<file path="config.mk">
export PLATFORM = sky130hd
export DESIGN_NAME = hazard_unit_nway_flat
export DESIGN_NICKNAME = d
export VERILOG_FILES = /design/src/rtl/hazard_unit_nway_pkg.sv /design/src/rtl/hazard_unit_nway_if.sv /design/src/rtl/hazard_unit_nway_mem_stall_fsm.sv /design/src/rtl/hazard_unit_nway.sv /design/src/flat_wrapper.sv
export SDC_FILE = /design/constraint.sdc
export NUM_CORES = 1
export LEC_CHECK = 0
export BUFFER_PORTS_ARGS = -buffer_cell sky130_fd_sc_hd__buf_2
export CAP_MARGIN = 20
export CORE_ASPECT_RATIO = 0.5
export CORE_MARGIN = 1
export CORE_UTILIZATION = 36
export DETAILED_ROUTE_END_ITERATION = 7
export GPL_TIMING_DRIVEN = 0
export HOLD_SLACK_MARGIN = 0.05
export PLACE_DENSITY = 0.63
export SKIP_CTS_REPAIR_TIMING = 1
export SYNTH_ARGS = -nofsm -noshare
export SYNTH_HDL_FRONTEND = slang
export SYNTH_HIERARCHICAL = 1
export SYNTH_SLANG_ARGS = --single-unit
</file>
<file path="constraint.sdc">
create_clock -name clk -period 4.05 [get_ports clk]
set_clock_uncertainty 0.2 [all_clocks]
set_input_delay 0.6075 -clock clk [delete_from_list [all_inputs] [get_ports clk]]
set_output_delay 0.6075 -clock clk [all_outputs]
set_load 0.03 [all_outputs]
</file>
<file path="src/rtl/hazard_unit_nway_pkg.sv">
// Shared types and width helpers for the N-lane hazard controller.
package hazard_pkg;

  typedef enum logic {
    IDLE = 1'b0,
    WAIT = 1'b1
  } mem_state_e;

  function automatic int fse_w(input int lanes);
    return $clog2(2 * lanes + 1);
  endfunction

  function automatic int fsd_w(input int lanes);
    return $clog2(lanes + 1);
  endfunction

  // Forwarding select code: 0 = register file, then M lanes, then W lanes.
  function automatic int sel_enc(input bit from_w, input int lane, input int lanes);
    return from_w ? (1 + lanes + lane) : (1 + lane);
  endfunction

endpackage

</file>
<file path="src/rtl/hazard_unit_nway_if.sv">
// Pipeline-side bundle between the datapath (master) and the hazard unit (slave).
interface hazard_unit_nway_if #(
  parameter int LANES = 2,
  parameter int REGW  = 5,
  parameter int CNTW  = 32
);
  import hazard_pkg::*;

  localparam int FSE = fse_w(LANES);
  localparam int FSD = fsd_w(LANES);

  logic [LANES*REGW-1:0] rs_d, rt_d, rs_e, rt_e;
  logic [LANES*REGW-1:0] writereg_e, writereg_m, writereg_w;
  logic [LANES-1:0]      branch_d;
  logic [LANES-1:0]      regwrite_e, regwrite_m, regwrite_w;
  logic [LANES-1:0]      memtoreg_e, memtoreg_m, memwrite_m;

  logic                  stall_f, stall_d, stall_e, stall_m;
  logic                  flush_e, flush_w;
  logic [LANES*FSE-1:0]  fwd_a_e, fwd_b_e;
  logic [LANES*FSD-1:0]  fwd_a_d, fwd_b_d;
  logic [CNTW-1:0]       stall_count;

  modport master (
    output rs_d, rt_d, rs_e, rt_e, writereg_e, writereg_m, writereg_w,
    output branch_d, regwrite_e, regwrite_m, regwrite_w,
    output memtoreg_e, memtoreg_m, memwrite_m,
    input  stall_f, stall_d, stall_e, stall_m, flush_e, flush_w,
    input  fwd_a_e, fwd_b_e, fwd_a_d, fwd_b_d, stall_count
  );

  modport slave (
    input  rs_d, rt_d, rs_e, rt_e, writereg_e, writereg_m, writereg_w,
    input  branch_d, regwrite_e, regwrite_m, regwrite_w,
    input  memtoreg_e, memtoreg_m, memwrite_m,
    output stall_f, stall_d, stall_e, stall_m, flush_e, flush_w,
    output fwd_a_e, fwd_b_e, fwd_a_d, fwd_b_d, stall_count
  );

endinterface

</file>
<file path="src/rtl/hazard_unit_nway_mem_stall_fsm.sv">
// Freezes the pipe for MEM_LAT-1 cycles whenever a load/store sits in M.
//   state | meaning
//   IDLE  | no access in flight; a new M-stage memory op raises ms at once
//   WAIT  | access in flight; ms while cnt != 0, release and return when cnt == 0
module mem_stall_fsm
  import hazard_pkg::*;
#(
  parameter int MEM_LAT = 1
) (
  input  logic clk,
  input  logic rst,
  input  logic mem_op_m_i,
  output logic ms_o
);

  localparam int         CW     = $clog2(MEM_LAT) + 1;
  localparam bit         HAS_MS = (MEM_LAT > 1);
  localparam logic [CW-1:0] RELOAD = CW'((MEM_LAT > 1) ? (MEM_LAT - 2) : 0);

  mem_state_e      state_q;
  logic [CW-1:0]   cnt_q;

  always_ff @(posedge clk) begin
    if (rst) begin
      state_q <= IDLE;
      cnt_q   <= '0;
    end else begin
      case (state_q)
        IDLE: begin
          if (HAS_MS && mem_op_m_i) begin
            state_q <= WAIT;
            cnt_q   <= RELOAD;
          end
        end
        WAIT: begin
          if (cnt_q != '0) cnt_q <= cnt_q - 1'b1;
          else             state_q <= IDLE;
        end
        default: state_q <= IDLE;
      endcase
    end
  end

  // ms must be visible in the same cycle the op reaches M, so it is decoded, not registered.
  always_comb begin
    ms_o = 1'b0;
    if (!rst) begin
      if (state_q == IDLE) ms_o = HAS_MS && mem_op_m_i;
      else                 ms_o = (cnt_q != '0);
    end
  end

endmodule

</file>
<file path="src/rtl/hazard_unit_nway.sv">
// N-lane hazard controller: forwarding selects, load-use/branch stalls,
// multi-cycle memory freeze and a stall-cycle counter.
module hazard_unit_nway
  import hazard_pkg::*;
#(
  parameter int LANES   = 2,
  parameter int REGW    = 5,
  parameter int MEM_LAT = 1,
  parameter int CNTW    = 32
) (
  input  logic              clk,
  input  logic              rst,
  hazard_unit_nway_if.slave hz
);

  localparam int FSE = fse_w(LANES);
  localparam int FSD = fsd_w(LANES);

  logic [LANES*FSE-1:0] fa_e, fb_e;
  logic [LANES*FSD-1:0] fa_d, fb_d;
  logic                 lu, bs, lub, ms;
  logic [CNTW-1:0]      stall_count_q, stall_count_d;

  function automatic logic hit(input logic [REGW-1:0] src, input logic [REGW-1:0] dst,
                               input logic we);
    return we && (dst != '0) && (dst == src);
  endfunction

  // Ascending lane order with M after W: later assignments win, giving M over W and younger over older.
  always_comb begin
    fa_e = '0;
    fb_e = '0;
    fa_d = '0;
    fb_d = '0;
    for (int i = 0; i < LANES; i++) begin
      for (int k = 0; k < LANES; k++) begin
        if (hit(hz.rs_e[i*REGW +: REGW], hz.writereg_w[k*REGW +: REGW], hz.regwrite_w[k]))
          fa_e[i*FSE +: FSE] = FSE'(sel_enc(1'b1, k, LANES));
        if (hit(hz.rt_e[i*REGW +: REGW], hz.writereg_w[k*REGW +: REGW], hz.regwrite_w[k]))
          fb_e[i*FSE +: FSE] = FSE'(sel_enc(1'b1, k, LANES));
      end
      for (int k = 0; k < LANES; k++) begin
        if (hit(hz.rs_e[i*REGW +: REGW], hz.writereg_m[k*REGW +: REGW], hz.regwrite_m[k]))
          fa_e[i*FSE +: FSE] = FSE'(sel_enc(1'b0, k, LANES));
        if (hit(hz.rt_e[i*REGW +: REGW], hz.writereg_m[k*REGW +: REGW], hz.regwrite_m[k]))
          fb_e[i*FSE +: FSE] = FSE'(sel_enc(1'b0, k, LANES));
        if (hit(hz.rs_d[i*REGW +: REGW], hz.writereg_m[k*REGW +: REGW],
                hz.regwrite_m[k] && !hz.memtoreg_m[k]))
          fa_d[i*FSD +: FSD] = FSD'(sel_enc(1'b0, k, LANES));
        if (hit(hz.rt_d[i*REGW +: REGW], hz.writereg_m[k*REGW +: REGW],
                hz.regwrite_m[k] && !hz.memtoreg_m[k]))
          fb_d[i*FSD +: FSD] = FSD'(sel_enc(1'b0, k, LANES));
      end
    end
  end

  always_comb begin
    lu = 1'b0;
    bs = 1'b0;
    for (int j = 0; j < LANES; j++) begin
      for (int k = 0; k < LANES; k++) begin
        if (hit(hz.rs_d[j*REGW +: REGW], hz.writereg_e[k*REGW +: REGW], hz.memtoreg_e[k]) ||
            hit(hz.rt_d[j*REGW +: REGW], hz.writereg_e[k*REGW +: REGW], hz.memtoreg_e[k]))
          lu = 1'b1;
        if (hz.branch_d[j] &&
            (hit(hz.rs_d[j*REGW +: REGW], hz.writereg_e[k*REGW +: REGW], hz.regwrite_e[k]) ||
             hit(hz.rt_d[j*REGW +: REGW], hz.writereg_e[k*REGW +: REGW], hz.regwrite_e[k]) ||
             hit(hz.rs_d[j*REGW +: REGW], hz.writereg_m[k*REGW +: REGW], hz.memtoreg_m[k]) ||
             hit(hz.rt_d[j*REGW +: REGW], hz.writereg_m[k*REGW +: REGW], hz.memtoreg_m[k])))
          bs = 1'b1;
      end
    end
  end

  mem_stall_fsm #(.MEM_LAT(MEM_LAT)) u_mem_stall_fsm (
    .clk        (clk),
    .rst        (rst),
    .mem_op_m_i (|(hz.memtoreg_m | hz.memwrite_m)),
    .ms_o       (ms)
  );

  assign lub = !rst && (lu || bs);

  // A memory freeze holds E in place, so it must not also bubble it.
  assign hz.stall_f = ms || lub;
  assign hz.stall_d = ms || lub;
  assign hz.flush_e = !ms && lub;
  assign hz.stall_e = ms;
  assign hz.stall_m = ms;
  assign hz.flush_w = ms;

  assign hz.fwd_a_e = rst ? '0 : fa_e;
  assign hz.fwd_b_e = rst ? '0 : fb_e;
  assign hz.fwd_a_d = rst ? '0 : fa_d;
  assign hz.fwd_b_d = rst ? '0 : fb_d;

  assign stall_count_d = stall_count_q + CNTW'(hz.stall_f);

  always_ff @(posedge clk) begin
    if (rst) stall_count_q <= '0;
    else     stall_count_q <= stall_count_d;
  end

  assign hz.stall_count = stall_count_q;

endmodule

</file>
<file path="src/flat_wrapper.sv">
// flat-port wrapper written by rule: the top's interface ports become plain ports
module hazard_unit_nway_flat import hazard_pkg::*;
#(
  parameter int LANES   = 2,
  parameter int REGW    = 5,
  parameter int MEM_LAT = 1,
  parameter int CNTW    = 32
)
  (clk, rst, hz_rs_d, hz_rt_d, hz_rs_e, hz_rt_e, hz_writereg_e, hz_writereg_m, hz_writereg_w, hz_branch_d, hz_regwrite_e, hz_regwrite_m, hz_regwrite_w, hz_memtoreg_e, hz_memtoreg_m, hz_memwrite_m, hz_stall_f, hz_stall_d, hz_stall_e, hz_stall_m, hz_flush_e, hz_flush_w, hz_fwd_a_e, hz_fwd_b_e, hz_fwd_a_d, hz_fwd_b_d, hz_stall_count);
  hazard_unit_nway_if #(.LANES(LANES), .REGW(REGW), .CNTW(CNTW)) hz_i ();
  input  logic clk;
  input  logic rst;
  input wire logic [$bits(hz_i.rs_d)-1:0] hz_rs_d;
  input wire logic [$bits(hz_i.rt_d)-1:0] hz_rt_d;
  input wire logic [$bits(hz_i.rs_e)-1:0] hz_rs_e;
  input wire logic [$bits(hz_i.rt_e)-1:0] hz_rt_e;
  input wire logic [$bits(hz_i.writereg_e)-1:0] hz_writereg_e;
  input wire logic [$bits(hz_i.writereg_m)-1:0] hz_writereg_m;
  input wire logic [$bits(hz_i.writereg_w)-1:0] hz_writereg_w;
  input wire logic [$bits(hz_i.branch_d)-1:0] hz_branch_d;
  input wire logic [$bits(hz_i.regwrite_e)-1:0] hz_regwrite_e;
  input wire logic [$bits(hz_i.regwrite_m)-1:0] hz_regwrite_m;
  input wire logic [$bits(hz_i.regwrite_w)-1:0] hz_regwrite_w;
  input wire logic [$bits(hz_i.memtoreg_e)-1:0] hz_memtoreg_e;
  input wire logic [$bits(hz_i.memtoreg_m)-1:0] hz_memtoreg_m;
  input wire logic [$bits(hz_i.memwrite_m)-1:0] hz_memwrite_m;
  output wire logic [$bits(hz_i.stall_f)-1:0] hz_stall_f;
  output wire logic [$bits(hz_i.stall_d)-1:0] hz_stall_d;
  output wire logic [$bits(hz_i.stall_e)-1:0] hz_stall_e;
  output wire logic [$bits(hz_i.stall_m)-1:0] hz_stall_m;
  output wire logic [$bits(hz_i.flush_e)-1:0] hz_flush_e;
  output wire logic [$bits(hz_i.flush_w)-1:0] hz_flush_w;
  output wire logic [$bits(hz_i.fwd_a_e)-1:0] hz_fwd_a_e;
  output wire logic [$bits(hz_i.fwd_b_e)-1:0] hz_fwd_b_e;
  output wire logic [$bits(hz_i.fwd_a_d)-1:0] hz_fwd_a_d;
  output wire logic [$bits(hz_i.fwd_b_d)-1:0] hz_fwd_b_d;
  output wire logic [$bits(hz_i.stall_count)-1:0] hz_stall_count;
  assign hz_i.rs_d = hz_rs_d;
  assign hz_i.rt_d = hz_rt_d;
  assign hz_i.rs_e = hz_rs_e;
  assign hz_i.rt_e = hz_rt_e;
  assign hz_i.writereg_e = hz_writereg_e;
  assign hz_i.writereg_m = hz_writereg_m;
  assign hz_i.writereg_w = hz_writereg_w;
  assign hz_i.branch_d = hz_branch_d;
  assign hz_i.regwrite_e = hz_regwrite_e;
  assign hz_i.regwrite_m = hz_regwrite_m;
  assign hz_i.regwrite_w = hz_regwrite_w;
  assign hz_i.memtoreg_e = hz_memtoreg_e;
  assign hz_i.memtoreg_m = hz_memtoreg_m;
  assign hz_i.memwrite_m = hz_memwrite_m;
  assign hz_stall_f = hz_i.stall_f;
  assign hz_stall_d = hz_i.stall_d;
  assign hz_stall_e = hz_i.stall_e;
  assign hz_stall_m = hz_i.stall_m;
  assign hz_flush_e = hz_i.flush_e;
  assign hz_flush_w = hz_i.flush_w;
  assign hz_fwd_a_e = hz_i.fwd_a_e;
  assign hz_fwd_b_e = hz_i.fwd_b_e;
  assign hz_fwd_a_d = hz_i.fwd_a_d;
  assign hz_fwd_b_d = hz_i.fwd_b_d;
  assign hz_stall_count = hz_i.stall_count;
  hazard_unit_nway #(.LANES(LANES), .REGW(REGW), .MEM_LAT(MEM_LAT), .CNTW(CNTW)) u_core (.clk(clk), .rst(rst), .hz(hz_i));
endmodule
</file>
==> results.txt <==
Number of nets still failing antenna checks after routing - 0
Via count of the first global-routing pass - 3406
Final WL - 11.08 mm
Wire length on met3 - 541 microns
Leading cell type in the layout, fill and taps excluded - buf_2
Top-level port count - 144
CP Class - primary input to flip-flop
Category of the worst setup path launch point - primary input
Placeable core region - 0.01021 sq mm
Count of max-cap constraint violations - 0
Number of nets in the layout - 704
Number of remaining DRC errors - 0
Buffer and inverter count on the worst path - 1
Number of vias per cell - 4.933
Final Hold Viols - 0
Routed length per placed instance - 14.64 microns
Die Height - 74.55 microns
Clk Tree Root Cell - clkbuf_16
Quantity of I/O buffers inserted on ports - 107
Maximum vdd drop - 0.1342 mV
Worst EP arrival - 3590 ps
Total Negative Setup Slacks - 0 ps
Initial antenna violation count - 0
Die Width - 147.1 microns
Net count after synthesis - 590
Hold Crit Class - flip-flop to flip-flop
Worst hold margin - 323.5 ps
Commonest cells after routing, fill and taps aside - 129 x buf_2, 128 x xor2_1, 58 x xnor2_1, 56 x nor2_1, 39 x nor3_1
Mean instance size in the synthesized netlist - 7.550 sq um
Clock slew seen by the registers of the worst setup and hold paths - 50 ps
Register-to-register path setup slack - 1920 ps
Initial core utilization - 37.10%
Detailed-route via count - 3734
Status - finished, final reports clean
Fmax - 279.3 MHz
Total iterations of the first detailed-routing run - 4
Largest register FFs - 32
Met2 wire len - 5.043 mm
Rel. slew slack - 63.41%
Share of layout cells above drive strength 1 - 25.45%
Time the worst path needs with I/O delays and setup - 3580 ps
Depth of the worst hold-timing path - 2
Highest routing layer actually used - met4
Sum of net half-perimeters after detailed placement - 8.982 mm
Fin. max-slew vios - 0
Clock buffer count from CTS - 5
Final period utilization - 88.40%
H-tree depth reported by CTS - 2
CTS tree - done
Finish-stage setup viols - 0
RSZ-0062 raised after global routing - no
Max incr delay on CP - 350 ps
Biggest fanout along the worst timing path - 9
First-pass GRT wire length - 17.41 mm
Required time of the worst setup path - 4060 ps
Num Clock Sinks - 32
Worst-Margin Slew - 548.8 ps
Static leakage - 1.994 nW
First-iteration detailed-routing DRC count - 184
Die Outline Area - 0.01097 sq mm
Largest net degree at the start of global routing - 12
Power density over the cells - 233.1 mW/mm^2
Number of placement rows - 26
Total global routing overflow - 0
Crit path depth - 14
Global-route usage over all layers - 19.77%
Clk buf depth - 2
CP max stage cell - nor2_1
Cell Chain, Critical Path - buf_2, xor2_1, nor3_1, nand3_1, a21oi_1, o311ai_0, o2111ai_1, ha_1, ha_1, nand2_1, nor2_1, nand4_1, or3_1, a21oi_1
Number of antenna cells inserted - 0
Clk_lat worst skew - 280 ps
Placer's final routability congestion estimate - 0.8003
Cell class contributing the biggest share of worst-path delay - simple AND/OR/NAND/NOR gates
Syn Std Cell Area - 0.003790 sq mm
Met1 layer wirelength in the final routing - 5.420 mm
Reg2reg path depth - 7
Synthesized netlist cell count - 502
Endpoint kind of the worst setup timing path - flip-flop
Yosys warnings - 6
Area added between synthesis and finish - 23.18%
==> worst min-delay path, delay by kind of cell, from the launching register on <==
family / cells / cell delay, ps
simple gates: 1 / 70
xor+xnor: 1 / 70
flops: 1 / 340
==> power by group <==
part           switching (W)  internal [W]
registers         0.00000240      0.000319
clock network       0.000136      0.000288
logic               0.000202      0.000140
==> per-layer routing <==
layer / up-vias / GRT usage (%)
met5: - / 0
met4: 0 / 4.009
met3: 8 / 1.840
met2: 87 / 33.49
met1: 1738 / 27.66
li1: 1901 / -
==> layout make-up <==
| class | instances | area, sq um |
|---|---|---|
| Inverter | 8 | 30.03 |
| Multi-Input combinational cell | 423 | 2915 |
| Buffer | 39 | 203.9 |
| Tap cell | 140 | 175.2 |
| Timing Repair Buffer | 107 | 535.5 |
| Sequential cell | 32 | 640.6 |
| Clock inverter | 3 | 42.54 |
| Clock buffer | 5 | 125.1 |
| Fill cell | 1041 | 5547 |
==> metrics by stage <==
| stage | instance area, sq um | total power [W] | worst slack (ps) | utilization (%) | std cells |
|---|---|---|---|---|---|
| after floorplan | 3790 | 0.0005605 | 287.0 | - | 502 |
| after global placement | 4501 | 0.0006615 | 159.7 | 44.06 | 749 |
| after detailed placement | 4501 | 0.0006671 | 161.8 | 44.06 | 749 |
| after CTS | 4668 | 0.001098 | 440.6 | 45.70 | 757 |
| after global routing | 4668 | 0.001144 | 125.1 | 45.70 | 757 |
| final | 4668 | 0.001088 | 469.8 | 45.70 | 757 |
==> worst paths after layout <==
check	startpoint	endpoint
min reg2reg	u_core/hz.stall_count[31]	u_core/hz.stall_count[31]
max	hz_writereg_m[6]	u_core/hz.stall_count[12]
min	u_core/hz.stall_count[31]	u_core/hz.stall_count[31]
max reg2reg	u_core/hz.stall_count[0]	u_core/hz.stall_count[12]
No activity file was read; power rests on OpenSTA's default activity.
